[config.mk]
export PLATFORM = sky130hd
export DESIGN_NAME = cnn_conv3x3_engine_flat
export DESIGN_NICKNAME = d
export VERILOG_FILES = /design/src/rtl/cnn_conv3x3_engine_if.sv /design/src/rtl/cnn_conv3x3_engine.sv /design/src/flat_wrapper.sv
export SDC_FILE = /design/constraint.sdc
export NUM_CORES = 2
export LEC_CHECK = 0
export CORE_UTILIZATION = 50
export DETAILED_ROUTE_END_ITERATION = 8
export PLACE_DENSITY = 0.67
export SLEW_MARGIN = 20
export SYNTH_ARGS = -nofsm -noshare
export SYNTH_HDL_FRONTEND = slang
export SYNTH_SLANG_ARGS = --single-unit
[constraint.sdc]
create_clock -name clk -period 6.79 [get_ports clk]
set_input_delay 1.0185 -clock clk [delete_from_list [all_inputs] [get_ports clk]]
set_output_delay 1.0185 -clock clk [all_outputs]
set_load 0.01 [all_outputs]
[src/rtl/cnn_conv3x3_engine_if.sv]
// Handshake bundle between the line buffer / config master and the 3x3 convolution engine.
// The master drives config words and windows; the slave returns status and output pixels.
interface cnn_conv3x3_engine_if #(
    parameter int unsigned DATA_WIDTH   = 8,
    parameter int unsigned WEIGHT_WIDTH = 8
);
    logic                           cfg_start;
    logic                           cfg_valid;
    logic signed [WEIGHT_WIDTH-1:0] cfg_data;
    logic                           cfg_done;
    logic                           loading;
    logic [9*DATA_WIDTH-1:0]        win_in;
    logic                           win_valid;
    logic [DATA_WIDTH-1:0]          pix_out;
    logic                           pix_valid;
    logic [15:0]                    drop_cnt;

    modport master (
        output cfg_start, cfg_valid, cfg_data, win_in, win_valid,
        input  cfg_done, loading, pix_out, pix_valid, drop_cnt
    );

    modport slave (
        input  cfg_start, cfg_valid, cfg_data, win_in, win_valid,
        output cfg_done, loading, pix_out, pix_valid, drop_cnt
    );
endinterface

[src/rtl/cnn_conv3x3_engine.sv]
// Signed 3x3 convolution with bias, ReLU, requantize shift and 8-bit saturation.
// Coefficients load serially into shadow registers and commit atomically on the bias word.
module cnn_conv3x3_engine #(
    parameter int unsigned DATA_WIDTH   = 8,
    parameter int unsigned WEIGHT_WIDTH = 8,
    parameter int unsigned OUT_SHIFT    = 4
) (
    input  logic                 clk,
    input  logic                 rst_n,
    cnn_conv3x3_engine_if.slave  io_bus
);
    localparam int unsigned ACC_WIDTH  = DATA_WIDTH + WEIGHT_WIDTH + 5;
    localparam int unsigned PROD_WIDTH = DATA_WIDTH + WEIGHT_WIDTH + 1;
    localparam logic signed [ACC_WIDTH-1:0] PIX_MAX = ACC_WIDTH'((2 ** DATA_WIDTH) - 1);

    localparam logic [0:0] ST_IDLE = 1'b0;
    localparam logic [0:0] ST_LOAD = 1'b1;

    logic [0:0]                     r_state;
    logic [3:0]                     r_idx;
    logic signed [WEIGHT_WIDTH-1:0] r_shadow [9];
    logic signed [WEIGHT_WIDTH-1:0] r_act_w  [9];
    logic signed [WEIGHT_WIDTH-1:0] r_act_b;
    logic                           r_cfg_done;
    logic [15:0]                    r_drop_cnt;

    logic signed [PROD_WIDTH-1:0]   r_prod [9];
    logic signed [WEIGHT_WIDTH-1:0] r_bias_s1;
    logic                           r_v1;
    logic signed [ACC_WIDTH-1:0]    r_sum;
    logic                           r_v2;
    logic signed [ACC_WIDTH-1:0]    r_relu;
    logic                           r_v3;
    logic [DATA_WIDTH-1:0]          r_pix;
    logic                           r_pv;

    logic                           w_accept;
    logic signed [PROD_WIDTH-1:0]   w_prod [9];
    logic signed [ACC_WIDTH-1:0]    w_sum;
    logic signed [ACC_WIDTH-1:0]    w_relu;
    logic [DATA_WIDTH-1:0]          w_sat;

    assign w_accept = io_bus.win_valid && r_cfg_done;

    // Config FSM: the bias word copies shadow weights and itself into the active set.
    always_ff @(posedge clk or negedge rst_n) begin
        if (!rst_n) begin
            r_state    <= ST_IDLE;
            r_idx      <= '0;
            r_act_b    <= '0;
            r_cfg_done <= 1'b0;
            for (int k = 0; k < 9; k++) begin
                r_shadow[k] <= '0;
                r_act_w[k]  <= '0;
            end
        end else if (io_bus.cfg_start) begin
            r_state <= ST_LOAD;
            r_idx   <= '0;
        end else if (r_state == ST_LOAD && io_bus.cfg_valid) begin
            if (r_idx == 4'd9) begin
                for (int k = 0; k < 9; k++) begin
                    r_act_w[k] <= r_shadow[k];
                end
                r_act_b    <= io_bus.cfg_data;
                r_cfg_done <= 1'b1;
                r_state    <= ST_IDLE;
            end else begin
                r_shadow[r_idx] <= io_bus.cfg_data;
                r_idx           <= r_idx + 4'd1;
            end
        end
    end

    always_comb begin
        for (int k = 0; k < 9; k++) begin
            w_prod[k] = $signed({{(WEIGHT_WIDTH + 1){1'b0}},
                                 io_bus.win_in[k*DATA_WIDTH +: DATA_WIDTH]})
                      * $signed({{(DATA_WIDTH + 1){r_act_w[k][WEIGHT_WIDTH-1]}}, r_act_w[k]});
        end
    end

    always_comb begin
        w_sum = {{(ACC_WIDTH - WEIGHT_WIDTH){r_bias_s1[WEIGHT_WIDTH-1]}}, r_bias_s1};
        for (int k = 0; k < 9; k++) begin
            w_sum = w_sum + {{(ACC_WIDTH - PROD_WIDTH){r_prod[k][PROD_WIDTH-1]}}, r_prod[k]};
        end
    end

    always_comb begin
        w_relu = r_sum[ACC_WIDTH-1] ? '0 : (r_sum >>> OUT_SHIFT);
        w_sat  = (r_relu > PIX_MAX) ? '1 : r_relu[DATA_WIDTH-1:0];
    end

    always_ff @(posedge clk or negedge rst_n) begin
        if (!rst_n) begin
            r_bias_s1  <= '0;
            r_v1       <= 1'b0;
            r_sum      <= '0;
            r_v2       <= 1'b0;
            r_relu     <= '0;
            r_v3       <= 1'b0;
            r_pix      <= '0;
            r_pv       <= 1'b0;
            r_drop_cnt <= '0;
            for (int k = 0; k < 9; k++) begin
                r_prod[k] <= '0;
            end
        end else begin
            r_v1 <= w_accept;
            r_v2 <= r_v1;
            r_v3 <= r_v2;
            r_pv <= r_v3;
            if (w_accept) begin
                r_prod    <= w_prod;
                r_bias_s1 <= r_act_b;
            end
            if (r_v1) r_sum  <= w_sum;
            if (r_v2) r_relu <= w_relu;
            if (r_v3) r_pix  <= w_sat;
            if (io_bus.win_valid && !r_cfg_done && r_drop_cnt != 16'hFFFF) begin
                r_drop_cnt <= r_drop_cnt + 16'd1;
            end
        end
    end

    assign io_bus.cfg_done  = r_cfg_done;
    assign io_bus.loading   = (r_state == ST_LOAD);
    assign io_bus.pix_out   = r_pix;
    assign io_bus.pix_valid = r_pv;
    assign io_bus.drop_cnt  = r_drop_cnt;
endmodule

[src/flat_wrapper.sv]
// flat-port wrapper written by rule: the top's interface ports become plain ports
module cnn_conv3x3_engine_flat 
#(
    parameter int unsigned DATA_WIDTH   = 8,
    parameter int unsigned WEIGHT_WIDTH = 8,
    parameter int unsigned OUT_SHIFT    = 4
)
  (clk, rst_n, io_bus_cfg_start, io_bus_cfg_valid, io_bus_cfg_data, io_bus_win_in, io_bus_win_valid, io_bus_cfg_done, io_bus_loading, io_bus_pix_out, io_bus_pix_valid, io_bus_drop_cnt);
  cnn_conv3x3_engine_if #(.DATA_WIDTH(DATA_WIDTH), .WEIGHT_WIDTH(WEIGHT_WIDTH)) io_bus_i ();
  input  logic clk;
  input  logic rst_n;
  input wire logic [$bits(io_bus_i.cfg_start)-1:0] io_bus_cfg_start;
  input wire logic [$bits(io_bus_i.cfg_valid)-1:0] io_bus_cfg_valid;
  input wire logic [$bits(io_bus_i.cfg_data)-1:0] io_bus_cfg_data;
  input wire logic [$bits(io_bus_i.win_in)-1:0] io_bus_win_in;
  input wire logic [$bits(io_bus_i.win_valid)-1:0] io_bus_win_valid;
  output wire logic [$bits(io_bus_i.cfg_done)-1:0] io_bus_cfg_done;
  output wire logic [$bits(io_bus_i.loading)-1:0] io_bus_loading;
  output wire logic [$bits(io_bus_i.pix_out)-1:0] io_bus_pix_out;
  output wire logic [$bits(io_bus_i.pix_valid)-1:0] io_bus_pix_valid;
  output wire logic [$bits(io_bus_i.drop_cnt)-1:0] io_bus_drop_cnt;
  assign io_bus_i.cfg_start = io_bus_cfg_start;
  assign io_bus_i.cfg_valid = io_bus_cfg_valid;
  assign io_bus_i.cfg_data = io_bus_cfg_data;
  assign io_bus_i.win_in = io_bus_win_in;
  assign io_bus_i.win_valid = io_bus_win_valid;
  assign io_bus_cfg_done = io_bus_i.cfg_done;
  assign io_bus_loading = io_bus_i.loading;
  assign io_bus_pix_out = io_bus_i.pix_out;
  assign io_bus_pix_valid = io_bus_i.pix_valid;
  assign io_bus_drop_cnt = io_bus_i.drop_cnt;
  cnn_conv3x3_engine #(.DATA_WIDTH(DATA_WIDTH), .WEIGHT_WIDTH(WEIGHT_WIDTH), .OUT_SHIFT(OUT_SHIFT)) u_core (.clk(clk), .rst_n(rst_n), .io_bus(io_bus_i));
endmodule
==> impl_metrics.yaml <==
run_status:
  outcome: "completed"
min_path:
  hold_path_depth: 2
  hold_class: "reg2reg"
  min_to: "u_core.r_bias_s1[2]$_DFFE_PN0P_"
  min-delay-start: "u_core.r_act_b[2]$_DFFE_PN0P_"
worst_setup_path:
  crit_arrival_ns: 6.87
  crit_path_start_kind: "flip-flop"
  path_depth: 23
  crit_chain: "ha_1, fa_1, a211oi_2, o21ai_1, a2111oi_2, o21bai_1, a21o_1, a21oi_1, xnor2_1, fa_1, inv_1, fa_1, fa_1, fa_1, inv_1, ha_1, a21o_1, o21bai_1, a221o_1, a21o_1, a41oi_2, xnor2_1, mux2_2"
  crit_top_cell: "fa_1"
  crit_path_end_kind: "flip-flop"
  crit_buf_inv: 2
  crit_required_ns: 7.24
  regToRegStartpoint: "u_core.r_bias_s1[0]$_DFFE_PN0P_"
  rrSetupSlack_ns: 0.36
  r2r_cells: 23
  critPathKind: "reg2reg"
  cp_max_fo: 4
  crit_family: "adder cells"
  r2r_end: "u_core.r_sum[17]$_DFFE_PN0P_"
  cpMaxStageDelayCell: "fa_1"
  critPathMaxStageDelay_ns: 0.49
detailed_routing:
  wl_per_cell_microns: 18.0
  drc_errors: 0
  vias: 26400
  dr.first_iter.drc_count: 1453
  first_pass_iters: 5
  wl_microns: 89600
  drtAntennaViolNets: 0
  avgViaCountPerCell: 5.30
sta:
  worst_slew_pin_slew_ns: 0.999
  max_freq_mhz: 156
  min_period_over_period: 0.946
  period_minus_slack_ns: 6.43
  setup_tns_ns: 0
  setup_viol: 0
  fin_worst_skew_ns: 0.0287
  maxSlewViolCount: 0
  hold_viol_final: 0
  rsz0062_at_grt: "false"
  relSlewSlack: 0.334
cts:
  ctsResizeCount: 0
  cts_tree: "yes"
  post-cts-setup-buffers: 0
  numCtsBuffers: 45
  clock_sinks: 380
  cts_max_level: 2
  cts_hold_buf: 0
  insertion_delay_ns: 0.59
  clk_pin_slew_ns: 0.06
  root_buffer: "clkbuf_16"
  max-clock-path-buffers: 3
power:
  ir_drop_mv: 0.188
  switching_share: 0.257
  power_density_nw_per_um2: 134
  comb_power_share: 0.119
  clockPowerShare: 0.450
  internal_power_mw: 4.20
  power_frac_seq: 0.430
  p_switching_mw: 1.45
  finalPower_mw: 5.65
  leakage_nw: 21.5
synthesis:
  ys_ff_latch: 380
  syn-instance-count: 3869
  syn_avg_cell_area_sq_um: 9.90
  syn_nets: 4839
  synth-edff-count: 0
  synth_ff_type: "dfrtp_1"
  synth_area_leaders: "dfrtp_1, fa_1, ha_1, inv_1, and2_1"
  synthTopCellsByCount: "inv_1, nand2_1, fa_1"
  yosysTopAreaCell: "dfrtp_1"
  post_synth_instance_area_sq_um: 38300
  synth_top_area_frac: 0.248
  synth_most_common_cell: "inv_1"
  async_flop_share: 1.00
  ys_types: 72
  ys_warn_count: 0
  yosysSeqAreaShare: 0.248
grt:
  busiest_layer: "met2"
  grt_pass1_wl_microns: 148000
  grt_max_degree: 174
  track_usage: 0.241
  grt_use_met1: 0.343
  grt-ovfl-total: 0
  antenna_found_initial: 7
  first_global_vias: 27300
  use_met2: 0.399
  use_met3: 0.0213
place:
  gp_congestion: 0.947
  port_buffers: 111
  dp_hpwl_microns: 70300
  place_inst: 4891
floorplan:
  row_count: 101
  coreArea_sq_um: 75800
  fp.dieW_microns: 279
  fp.dieArea_sq_um: 77700
  start_util: 0.505
  die_y_microns: 279
  io-pin-count: 112
cells_and_area:
  fin_nets: 4930
  finalNonFillerCells: 4975
  syn2layout_area_growth_pct: 9.76
  drive_gt1_frac: 0.0701
flow_run:
  max_cap_viol_count: 0
layer usage:
metal	wire length, microns	part of all wire
met2	42000	0.47
met3	3100	0.035
met1	42400	0.47
met4	2060	0.023
met5	0	0
area by class of cell:
class / instances / area, sq um
fill: 6759 / 33800
multi-input combinational: 2770 / 26100
sequential: 380 / 9510
inverter: 634 / 2380
clock buffer: 61 / 1300
timing repair buffer: 129 / 1260
tap: 978 / 1220
clock inverter: 19 / 248
antenna: 4 / 10.0
stage by stage:
stage / hold WS, ns / utilization / instance area [sq um] / worst slack (ns)
after floorplan: 0.352 / - / 38300 / 0.698
after global placement: 0.447 / 0.534 / 40500 / 0.479
after detailed placement: 0.447 / 0.534 / 40500 / 0.434
after CTS: 0.459 / 0.554 / 42000 / 0.374
after global routing: 0.481 / 0.554 / 42000 / 0.0508
final: 0.460 / 0.554 / 42000 / 0.365
tightest hold or removal path: stages, from the launching register on:
cell and delay [ns]:
dfrtp_1 0.34, nand2_1 0.05, nand2_1 0.05
registers in the layout, indices dropped and copies added (netlist names):
register / flops
u_core.io_bus.pix_valid: 1
u_core.io_bus.loading: 1
u_core.r_act_w: 72
u_core.r_v1: 1
u_core.r_act_b: 8
u_core.io_bus.cfg_done: 1
u_core.io_bus.drop_cnt: 16
u_core.io_bus.pix_out: 8
u_core.r_shadow: 72
u_core.r_prod: 153
u_core.r_v2: 1
u_core.r_bias_s1: 8
u_core.r_sum: 17
u_core.r_relu: 16
u_core.r_v3: 1
u_core.r_idx: 4
kinds of logic (layout without fill, tap and decap cells):
kind of cell	after synthesis	after routing	share of synthesized area
buf+inv	719	843	0.0708
other cells	0	4	0
fa+ha+maj	885	885	0.379
compound gates	462	462	0.0787
flops	380	380	0.248
mux	164	164	0.0481
simple gates	1139	1139	0.148
xor+xnor	120	120	0.0274
worst max-delay path by stage:
stage	start	slack, ns	end
global placement	u_core.r_bias_s1[0]$_DFFE_PN0P_	0.48	u_core.r_sum[17]$_DFFE_PN0P_
finish	u_core.r_bias_s1[0]$_DFFE_PN0P_	0.36	u_core.r_sum[17]$_DFFE_PN0P_
detailed placement	u_core.r_bias_s1[0]$_DFFE_PN0P_	0.43	u_core.r_sum[17]$_DFFE_PN0P_
floorplan	u_core.r_bias_s1[0]$_DFFE_PN0P_	0.70	u_core.r_sum[17]$_DFFE_PN0P_
CTS	u_core.r_bias_s1[0]$_DFFE_PN0P_	0.37	u_core.r_sum[17]$_DFFE_PN0P_
global route	u_core.r_bias_s1[0]$_DFFE_PN0P_	0.05	u_core.r_sum[17]$_DFFE_PN0P_
layout by cell type (no fill, tap or decap), types with 6 or more instances in the layout:
master	Yosys	final
inv_1	634	633
nand2_1	470	469
fa_1	458	458
ha_1	427	427
dfrtp_1	380	380
and2_1	303	303
mux2_2	160	160
o21ai_0	158	158
nor2_1	122	121
clkdlybuf4s50_1	0	110
a21oi_1	75	74
xnor2_1	71	71
nand2b_1	68	68
a21o_1	53	53
xor2_1	49	49
clkbuf_16	0	47
o21a_1	38	38
nand3_1	36	36
nor3_1	32	32
o31ai_1	28	28
a211oi_1	21	20
nand3b_1	20	20
nor2b_1	17	17
buf_4	0	17
or3_1	16	16
nor3b_1	12	12
o21bai_1	11	11
nand4_1	9	9
a31oi_1	9	9
and3_1	8	8
o22a_1	8	8
o211a_1	8	8
a2111oi_0	7	7
clkbuf_8	0	7
clkbuf_1	62	7
clkinv_2	0	6
power groups by stage:
stage | logic [mW] | clock network (mW) | registers (mW)
3_3_place_gp | 0.666 | 0 | 2.47
6_report | 0.673 | 2.54 | 2.43
4_1_cts | 0.682 | 2.61 | 2.43
5_1_grt | 0.751 | 2.70 | 2.44
3_5_place_dp | 0.677 | 0 | 2.47
2_1_floorplan | 0.363 | 0 | 2.46
(Power assumes the default switching activity.)
